`src/rtl/dcache_writeback_buffer_if.sv`:
```
`default_nettype none
// =============================================================================
// Module   : dcache_writeback_buffer_if
// Brief    : Push, lookup and memory-write signals of the dcache writeback buffer.
// Revision : 1.0 - initial release
// =============================================================================
interface dcache_writeback_buffer_if #(
    parameter int DEPTH      = 2,
    parameter int LINE_WIDTH = 128,
    parameter int ADDR_WIDTH = 34
);
    localparam int c_CNT_W = $clog2(DEPTH) + 1;

    logic                  push_valid_i;
    logic                  push_ready_o;
    logic [ADDR_WIDTH-1:0] push_addr_i;
    logic [LINE_WIDTH-1:0] push_data_i;
    logic [ADDR_WIDTH-1:0] lookup_addr_i;
    logic                  lookup_hit_o;
    logic [LINE_WIDTH-1:0] lookup_data_o;
    logic                  mem_req_o;
    logic [ADDR_WIDTH-1:0] mem_addr_o;
    logic [LINE_WIDTH-1:0] mem_data_o;
    logic [2:0]            mem_size_o;
    logic                  mem_we_o;
    logic                  mem_ack_i;
    logic                  mem_done_i;
    logic [c_CNT_W-1:0]    count_o;
    logic                  empty_o;

    // The master is the environment: the cache pushes/looks up, memory answers.
    modport master (
        output push_valid_i, push_addr_i, push_data_i, lookup_addr_i,
               mem_ack_i, mem_done_i,
        input  push_ready_o, lookup_hit_o, lookup_data_o, mem_req_o,
               mem_addr_o, mem_data_o, mem_size_o, mem_we_o, count_o, empty_o
    );

    modport slave (
        input  push_valid_i, push_addr_i, push_data_i, lookup_addr_i,
               mem_ack_i, mem_done_i,
        output push_ready_o, lookup_hit_o, lookup_data_o, mem_req_o,
               mem_addr_o, mem_data_o, mem_size_o, mem_we_o, count_o, empty_o
    );
endinterface
`default_nettype wire

```
`src/rtl/dcache_writeback_buffer.sv`:
```
`default_nettype none
// =============================================================================
// Module   : dcache_writeback_buffer
// Brief    : In-order buffer for evicted dirty lines, drained over req/ack/done,
//            with line lookup. Macro DCACHE_WBUF_FWD_EN enables data forwarding.
// Revision : 1.0 - initial release
// =============================================================================
module dcache_writeback_buffer #(
    parameter int DEPTH      = 2,
    parameter int LINE_WIDTH = 128,
    parameter int ADDR_WIDTH = 34
) (
    input  logic clk_i,
    input  logic rst_i,
    dcache_writeback_buffer_if.slave bus
);
    localparam int OFFSET_W = $clog2(LINE_WIDTH / 8);
    localparam int c_PTR_W  = $clog2(DEPTH);
    localparam int c_CNT_W  = c_PTR_W + 1;
    localparam int c_TAG_W  = ADDR_WIDTH - OFFSET_W;
    localparam logic [c_CNT_W-1:0] c_FULL = c_CNT_W'(DEPTH);

    typedef enum logic [1:0] {
        S_IDLE      = 2'd0,
        S_REQ       = 2'd1,
        S_WAIT_DONE = 2'd2
    } state_e;

    state_e               state_q, state_d;
    logic [c_PTR_W-1:0]   head_q, head_d;
    logic [c_PTR_W-1:0]   tail_q, tail_d;
    logic [c_CNT_W-1:0]   count_q, count_d;
    logic                 mem_req_q, mem_req_d;
    logic [c_TAG_W-1:0]   tag_q  [DEPTH];
    logic [c_TAG_W-1:0]   tag_d  [DEPTH];
    logic [LINE_WIDTH-1:0] data_q [DEPTH];
    logic [LINE_WIDTH-1:0] data_d [DEPTH];

    logic                 push;
    logic                 pop;
    logic                 push_ready;
    logic                 hit;
    logic [c_PTR_W-1:0]   fwd_idx;
    logic [c_PTR_W-1:0]   idx;
    logic [c_TAG_W-1:0]   lookup_tag;
    logic                 unused_ok;

    assign push_ready = (count_q != c_FULL);
    assign lookup_tag = bus.lookup_addr_i[ADDR_WIDTH-1:OFFSET_W];

    always_comb begin
        push      = bus.push_valid_i && push_ready;
        // The head entry is only released once memory reports completion.
        pop       = (state_q == S_WAIT_DONE) && bus.mem_done_i;
        head_d    = head_q;
        tail_d    = tail_q;
        count_d   = count_q;
        state_d   = state_q;

        if (push) tail_d = tail_q + c_PTR_W'(1);
        if (pop)  head_d = head_q + c_PTR_W'(1);

        case ({push, pop})
            2'b10:   count_d = count_q + c_CNT_W'(1);
            2'b01:   count_d = count_q - c_CNT_W'(1);
            default: count_d = count_q;
        endcase

        case (state_q)
            S_IDLE: begin
                if (count_q != '0) state_d = S_REQ;
            end
            S_REQ: begin
                if (bus.mem_ack_i) state_d = S_WAIT_DONE;
            end
            S_WAIT_DONE: begin
                if (bus.mem_done_i) state_d = (count_d != '0) ? S_REQ : S_IDLE;
            end
            default: state_d = S_IDLE;
        endcase

        mem_req_d = (state_d == S_REQ);
    end

    always_comb begin
        tag_d  = tag_q;
        data_d = data_q;
        if (push) begin
            tag_d[tail_q]  = bus.push_addr_i[ADDR_WIDTH-1:OFFSET_W];
            data_d[tail_q] = bus.push_data_i;
        end
    end

    // Scan oldest to youngest so the last match, the youngest, wins.
    always_comb begin
        hit     = 1'b0;
        fwd_idx = '0;
        idx     = '0;
        for (int i = 0; i < DEPTH; i++) begin
            idx = head_q + c_PTR_W'(i);
            if ((c_CNT_W'(i) < count_q) && (tag_q[idx] == lookup_tag)) begin
                hit     = 1'b1;
                fwd_idx = idx;
            end
        end
    end

    always_ff @(posedge clk_i) begin
        if (rst_i) begin
            state_q   <= S_IDLE;
            head_q    <= '0;
            tail_q    <= '0;
            count_q   <= '0;
            mem_req_q <= 1'b0;
        end else begin
            state_q   <= state_d;
            head_q    <= head_d;
            tail_q    <= tail_d;
            count_q   <= count_d;
            mem_req_q <= mem_req_d;
        end
    end

    always_ff @(posedge clk_i) begin
        tag_q  <= tag_d;
        data_q <= data_d;
    end

    assign bus.push_ready_o = push_ready;
    assign bus.lookup_hit_o = hit;
    assign bus.mem_req_o    = mem_req_q;
    assign bus.mem_addr_o   = {tag_q[head_q], {OFFSET_W{1'b0}}};
    assign bus.mem_data_o   = data_q[head_q];
    assign bus.mem_size_o   = 3'b111;
    assign bus.mem_we_o     = 1'b1;
    assign bus.count_o      = count_q;
    assign bus.empty_o      = (count_q == '0);

`ifdef DCACHE_WBUF_FWD_EN
    assign bus.lookup_data_o = hit ? data_q[fwd_idx] : '0;
    assign unused_ok = ^{bus.push_addr_i[OFFSET_W-1:0], bus.lookup_addr_i[OFFSET_W-1:0]};
`else
    assign bus.lookup_data_o = '0;
    assign unused_ok = ^{bus.push_addr_i[OFFSET_W-1:0], bus.lookup_addr_i[OFFSET_W-1:0],
                         fwd_idx};
`endif

endmodule
`default_nettype wire

```
`src/flat_wrapper.sv`:
```
// flat-port wrapper written by rule: the top's interface ports become plain ports
module dcache_writeback_buffer_flat 
#(
    parameter int DEPTH      = 2,
    parameter int LINE_WIDTH = 128,
    parameter int ADDR_WIDTH = 34
)
  (clk_i, rst_i, bus_push_valid_i, bus_push_addr_i, bus_push_data_i, bus_lookup_addr_i, bus_mem_ack_i, bus_mem_done_i, bus_push_ready_o, bus_lookup_hit_o, bus_lookup_data_o, bus_mem_req_o, bus_mem_addr_o, bus_mem_data_o, bus_mem_size_o, bus_mem_we_o, bus_count_o, bus_empty_o);
  dcache_writeback_buffer_if #(.DEPTH(DEPTH), .LINE_WIDTH(LINE_WIDTH), .ADDR_WIDTH(ADDR_WIDTH)) bus_i ();
  input  logic clk_i;
  input  logic rst_i;
  input wire logic [$bits(bus_i.push_valid_i)-1:0] bus_push_valid_i;
  input wire logic [$bits(bus_i.push_addr_i)-1:0] bus_push_addr_i;
  input wire logic [$bits(bus_i.push_data_i)-1:0] bus_push_data_i;
  input wire logic [$bits(bus_i.lookup_addr_i)-1:0] bus_lookup_addr_i;
  input wire logic [$bits(bus_i.mem_ack_i)-1:0] bus_mem_ack_i;
  input wire logic [$bits(bus_i.mem_done_i)-1:0] bus_mem_done_i;
  output wire logic [$bits(bus_i.push_ready_o)-1:0] bus_push_ready_o;
  output wire logic [$bits(bus_i.lookup_hit_o)-1:0] bus_lookup_hit_o;
  output wire logic [$bits(bus_i.lookup_data_o)-1:0] bus_lookup_data_o;
  output wire logic [$bits(bus_i.mem_req_o)-1:0] bus_mem_req_o;
  output wire logic [$bits(bus_i.mem_addr_o)-1:0] bus_mem_addr_o;
  output wire logic [$bits(bus_i.mem_data_o)-1:0] bus_mem_data_o;
  output wire logic [$bits(bus_i.mem_size_o)-1:0] bus_mem_size_o;
  output wire logic [$bits(bus_i.mem_we_o)-1:0] bus_mem_we_o;
  output wire logic [$bits(bus_i.count_o)-1:0] bus_count_o;
  output wire logic [$bits(bus_i.empty_o)-1:0] bus_empty_o;
  assign bus_i.push_valid_i = bus_push_valid_i;
  assign bus_i.push_addr_i = bus_push_addr_i;
  assign bus_i.push_data_i = bus_push_data_i;
  assign bus_i.lookup_addr_i = bus_lookup_addr_i;
  assign bus_i.mem_ack_i = bus_mem_ack_i;
  assign bus_i.mem_done_i = bus_mem_done_i;
  assign bus_push_ready_o = bus_i.push_ready_o;
  assign bus_lookup_hit_o = bus_i.lookup_hit_o;
  assign bus_lookup_data_o = bus_i.lookup_data_o;
  assign bus_mem_req_o = bus_i.mem_req_o;
  assign bus_mem_addr_o = bus_i.mem_addr_o;
  assign bus_mem_data_o = bus_i.mem_data_o;
  assign bus_mem_size_o = bus_i.mem_size_o;
  assign bus_mem_we_o = bus_i.mem_we_o;
  assign bus_count_o = bus_i.count_o;
  assign bus_empty_o = bus_i.empty_o;
  dcache_writeback_buffer #(.DEPTH(DEPTH), .LINE_WIDTH(LINE_WIDTH), .ADDR_WIDTH(ADDR_WIDTH)) u_core (.clk_i(clk_i), .rst_i(rst_i), .bus(bus_i));
endmodule
```
`config.mk`:
```
export PLATFORM = sky130hd
export DESIGN_NAME = dcache_writeback_buffer_flat
export DESIGN_NICKNAME = d
export VERILOG_FILES = /design/src/rtl/dcache_writeback_buffer_if.sv /design/src/rtl/dcache_writeback_buffer.sv /design/src/flat_wrapper.sv
export SDC_FILE = /design/constraint.sdc
export NUM_CORES = 1
export LEC_CHECK = 0
export ABC_CLOCK_PERIOD_IN_PS = 9300
export CAP_MARGIN = 25
export CORE_AREA = 4 4 191 193
export CTS_CLUSTER_SIZE = 14
export DETAILED_ROUTE_END_ITERATION = 8
export DIE_AREA = 0 0 195 197
export GPL_TIMING_DRIVEN = 0
export PLACE_DENSITY = 0.75
export SLEW_MARGIN = 20
export SYNTH_ARGS = -nofsm -noshare
export SYNTH_HDL_FRONTEND = slang
export SYNTH_SLANG_ARGS = --single-unit
```
`constraint.sdc`:
```
create_clock -name clk_i -period 9.3 [get_ports clk_i]
set_clock_uncertainty 0.15 [all_clocks]
set_input_delay 0.93 -clock clk_i [delete_from_list [all_inputs] [get_ports clk_i]]
set_output_delay 0.93 -clock clk_i [all_outputs]
set_load 0.005 [all_outputs]
```
# Word-level counts from Yosys, hierarchy flattened
# Cells that the tools add are included.
# W data, S select, Z words.
dict set report op_classes {
  n_addsub 4
  multipliers 0
  n_div 0
  magnitude_cmp 6
  n_eq_ne 8
  shifts 0
  mux 23
  bitwise 3
  n_reduce_logical 9
}
# operator count
set ops {}
lappend ops {{$mux W128} 4}
lappend ops {{$bwmux W256} 1}
lappend ops {{$mux W30} 7}
lappend ops {{$demux W128 S1} 1}
lappend ops {{$bwmux W60} 1}
lappend ops {{$eq A30 B30 Y1} 2}
lappend ops {{$demux W30 S1} 1}
lappend ops {{$eq A2 B1 Y1 const B} 3}
lappend ops {{$ge A2 B2 Y1 const B} 3}
lappend ops {{$mux W2} 3}
lappend ops {{$not A1 Y2} 3}
lappend ops {{$pmux W2 S3} 1}
lappend ops {{$logic_and A1 B1 Y1} 5}
lappend ops {{$eq A2 B2 Y1 const B} 2}
lappend ops {{$logic_not A2 Y1} 2}
lappend ops {{$lt A1 B2 Y1 const A} 2}
lappend ops {{$pmux W2 S2} 1}
lappend ops {{$reduce_bool A2 Y1} 2}
lappend ops {{$mux W1} 3}
lappend ops {{$add A1 B1 Y1 const B} 2}
lappend ops {{$add A2 B1 Y2 const B} 1}
lappend ops {{$lt A2 B1 Y1 const B} 1}
lappend ops {{$ne A2 B2 Y1 const B} 1}
lappend ops {{$sub A2 B1 Y2 const B} 1}
dict set report word_totals {
  reg_bits 323
  latchBits 0
  ram_bits 0
  romBits 0
  input_bits 201
  out_inout_bits 300
  elab_cells 62
  n_memories 0
}

# Depth between registers and ports, before layout
dict set report depth {
  word_depth 9
  depth_mapped 9
  mapped_depth_nobuf 8
}

# Worst setup path after synthesis
# Ideal clock, no wire load.
dict set report synth_timing {
  kind {input port to flip-flop}
  start {input port bus_push_valid_i}
  end {register u_core.data_q[128] (netlist name) (enable)}
  setup_time_ps 677
  arrival_ps 7571
  required_ps 8473
  path_slack_ps 901
  path_stages 2
  path_buffers 0
  path_cell_list {nand2b_1 -> nor2_1}
}
dict set report synth_via {
  elab_chain_len 1
}
# item line
set synth_lines {}
lappend synth_lines {{start, declared} flat_wrapper.sv:12} ;# input wire logic [$bits(bus_i.push_valid_i)-1:0] bus_push_valid_i;
lappend synth_lines {{$logic_and A1 B1 Y1} dcache_writeback_buffer.sv:52} ;# push = bus.push_valid_i && push_ready;
lappend synth_lines {{end signal, assigned} dcache_writeback_buffer.sv:126} ;# data_q <= data_d;
lappend synth_lines {{end, declared} dcache_writeback_buffer.sv:36} ;# logic [LINE_WIDTH-1:0] data_q [DEPTH];
# Every way passes these cells.
# A chain may end at the register's enable or synchronous reset.

# Worst setup path in the final report
dict set report layout_timing {
  start {register u_core.head_q}
  end {output port bus_lookup_hit_o}
}
dict set report layout_via {
  elab_chain_len 8
  word_cells_on_any_way 15
  classes_between {add/sub (1); eq/ne (2); mux (8); bitwise (2); reduce/logical (2)}
}
# item line
set layout_lines {}
lappend layout_lines {{start, declared} dcache_writeback_buffer.sv:30} ;# logic [c_PTR_W-1:0] head_q, head_d;
lappend layout_lines {{start signal, assigned} dcache_writeback_buffer.sv:111} ;# head_q <= '0;
lappend layout_lines {{start signal, assigned} dcache_writeback_buffer.sv:117} ;# head_q <= head_d;
lappend layout_lines {{$add A1 B1 Y1 or $not A1 Y2 (tied branches)} {dcache_writeback_buffer.sv:100, dcache_writeback_buffer.sv:101}}
lappend layout_lines {{$not A1 Y2 (not written as such) or $mux W30 (tied branches)} dcache_writeback_buffer.sv:101} ;# if ((c_CNT_W'(i) < count_q) && (tag_q[idx] == lookup_tag)) begin
lappend layout_lines {{$mux W30 (not written as such) (2 in a row)} dcache_writeback_buffer.sv:101}
lappend layout_lines {{$mux W30 (not written as such) or $eq A30 B30 Y1 (tied branches)} dcache_writeback_buffer.sv:101}
lappend layout_lines {{$eq A30 B30 Y1 or $logic_and A1 B1 Y1 (tied branches)} dcache_writeback_buffer.sv:101}
lappend layout_lines {{$logic_and A1 B1 Y1 or $mux W1 (tied branches)} dcache_writeback_buffer.sv:101}
lappend layout_lines {{$mux W1 (*)} dcache_writeback_buffer.sv:101}
lappend layout_lines {{end, declared} flat_wrapper.sv:19} ;# output wire logic [$bits(bus_i.lookup_hit_o)-1:0] bus_lookup_hit_o;
# Mark *: on every way between the ends. The rest lies on a longest branch, timed or not. The select of a mux whose other input is x is not followed.

==> flow_summary.json <==
{
  "internal-power_mw": 3.14,
  "endpoint_kind": "primary output",
  "max_cap_violations": 0,
  "core_area_mm2": 0.0345,
  "syn_to_final_growth_pct": 43.2,
  "worstSkewPairLatency_ns": 0.51,
  "p_per_area_mw_per_mm2": 211,
  "timing.rr.start": "u_core.bus.count_o[0]",
  "synth_cells": 789,
  "p_comb_share_pct": 23.8,
  "synth-seq-cells": 323,
  "fillers": 2681,
  "io_pins": 501,
  "overflow": 0,
  "switching_share_pct": 24.7,
  "pwr-share-seq_pct": 45.9,
  "ys_seq_area_share_pct": 69.9,
  "status": "completed",
  "drtAntennaViolNets": 0,
  "totalPowerFinal_mw": 4.17,
  "firstDrtPassIters": 6,
  "worst_ep_arrival_time_ns": 3.70,
  "dieWidth_um": 195,
  "port_buffers": 356,
  "htreeDepth": 2,
  "cp_max_fo": 10,
  "placed_cells": 1745,
  "synth.most_common_cell": "edfxtp_1",
  "synth_top_area_share_pct": 68.9,
  "cts_hold_buf": 0,
  "p_leak_nw": 7.22,
  "grt_pass1_vias": 8524,
  "root_buffer": "clkbuf_16",
  "hp-class": "reg -> reg",
  "worst_pin_slew_ns": 0.808,
  "wirelength_mm": 35.7,
  "die_y_um": 197,
  "rows": 68,
  "startpoint_type": "flip-flop",
  "cts_tree": "done",
  "avgSynthCellArea_um2": 17.5,
  "pwr-share-clk_pct": 30.3,
  "rsz0062_at_grt": "no",
  "synth_area_leaders": "edfxtp_1 (69%), mux2_2 (13%), buf_4 (8.1%)",
  "n_antenna_cell": 0,
  "finalWorstPathRequiredPeriod_ns": 4.78,
  "fin_crit_sh_pct": 51.4,
  "path_class": "reg -> out",
  "grt_start_max_net_pins": 51,
  "final_cells": 1806,
  "drv_slew": 0,
  "cts.path.max_buffers": 3,
  "dieArea_mm2": 0.0384,
  "num-nets-final": 1530,
  "setup_violations": 0,
  "yosys.area.top_type": "edfxtp_1",
  "antenna_found_initial": 1,
  "netlist_area_mm2": 0.0138,
  "synth_top_flop_cell": "edfxtp_1",
  "max_freq_ghz": 0.209,
  "max_slew_margin_pct": 45.6,
  "place.gp.congestion": 0.758,
  "synthTopCellsByCount": "edfxtp_1 (316), mux2_2 (156), buf_4 (149)",
  "cp.required_ns": 8.22,
  "synth_async_sr_flop_share_pct": 0,
  "num_vias": 7952,
  "drive_above_1_share_pct": 28.1,
  "drt_iter0_drc": 280,
  "postCtsSetupBuffers": 0,
  "power_switching_mw": 1.03,
  "track_usage_pct": 17.8,
  "clk_pin_slew_worst_paths_ns": 0.05,
  "ir_drop_v": 0.000178,
  "cts_buffers": 34,
  "drc": 0,
  "synth_cell_types": 33,
  "startpoint": "u_core.head_q",
  "start_util_pct": 39.9,
  "clock_sinks": 323,
  "min-delay-start": "u_core.state_q[0]",
  "yosys_warnings": 0,
  "wl_per_cell_um": 19.8,
  "grt_pass1_wl_mm": 52.1,
  "dp_hpwl_mm": 27.7,
  "avgViaCountPerCell": 4.40,
  "hold_violations": 0,
  "synth_edf_count": 316,
  "cts-resized-gates": 0
}
## through the flow
stage / hold slack (ns) / util [%] / worst slack [ns] / area, um2 / setup TNS [ns]
2_1_floorplan: 0.337 / - / 0.901 / 14300 / 0
3_3_place_gp: 0.354 / 53.3 / -3.55 / 18400 / -557.64
3_5_place_dp: 0.383 / 54.1 / 4.67 / 18700 / 0
4_1_cts: 0.392 / 57.1 / 4.18 / 19700 / 0
5_1_grt: 0.409 / 57.1 / 4.06 / 19700 / 0
6_report: 0.390 / 57.1 / 4.52 / 19700 / 0
## layout make-up
type	instances	area, um2	area share, %
Buffer	158	1170	5.92
Clock buffer	41	897	4.55
Clock inverter	20	140	0.710
Inverter	4	15.0	0.0761
Multi-Input combinational cell	438	3480	17.6
Sequential cell	323	9630	48.8
Tap cell	455	569	2.89
Timing Repair Buffer	367	3830	19.4
## state kept, by name, summed over array words and instances, names as in the netlist
register and flops:
u_core.tail_q 1, u_core.data_q 256, u_core.bus.count_o 2, u_core.head_q 1, u_core.tag_q 60, u_core.bus.mem_req_o 1, u_core.state_q 2
## power groups by stage
stage | clock, mW | combinational [mW] | sequential, mW
final | 1.26 | 0.991 | 1.91
after global routing | 1.35 | 1.07 | 1.93
after CTS | 1.30 | 1.01 | 1.91
after detailed placement | 0 | 1.00 | 1.94
after global placement | 0 | 0.919 | 2.02
after floorplan | 0 | 0.420 | 1.98
## worst paths after layout
| kind | end | slack [ns] | cells after the start |
|---|---|---|---|
| min | u_core.state_q[1] | 0.39 | 2 |
| max | bus_lookup_hit_o | 4.52 | 9 |
| max reg2reg | u_core.data_q[64] | 6.41 | 7 |
| min reg2reg | u_core.state_q[1] | 0.39 | 2 |
## metal layers
metal  global-route usage, %  up-vias  wire length, um
met5                       0        -               13
met4                    5.46        2              929
met3                    8.21       63             3970
met2                    32.5      366            18600
met1                    18.4     3760            12300
li1                        -     3761                -
## placed cells by master (no fill, tap or decap), types with 4 or more instances in the layout
cell type	n
xnor2_1	47
edfxtp_1	316
clkinv_2	10
clkbuf_16	34
clkbuf_1	6
buf_2	7
xor2_1	16
nor2_1	9
mux2_2	156
clkdlybuf4s50_1	356
inv_1	4
clkinv_1	5
dfxtp_1	7
conb_1	136
nand4_1	7
buf_12	5
mux2i_1	31
nor4_1	10
buf_16	6
buf_4	149
## worst max-delay path: stages (launching register included)
cell,delay (ns)
dfxtp_1,0.33
buf_6,0.14
buf_2,0.29
buf_2,0.44
mux2i_1,0.26
xnor2_1,0.14
nor4_1,0.60
nand4_1,0.17
o21ai_1,0.27
clkdlybuf4s50_1,0.55
## cells by family after synthesis
| group | Yosys count | share of synthesized area, % |
|---|---|---|
| AO/OA/AOI/OAI | 8 | 0.363 |
| multiplexers | 189 | 15.2 |
| other | 2 | 0.0545 |
| AND/OR/NAND/NOR | 39 | 1.60 |
| flip-flops | 323 | 69.9 |
| XOR/XNOR | 63 | 4.01 |
| buffers and inverters | 162 | 8.59 |
| adder cells (fa/ha/maj) | 3 | 0.272 |
Note: power is estimated with default switching activity, not from simulation.
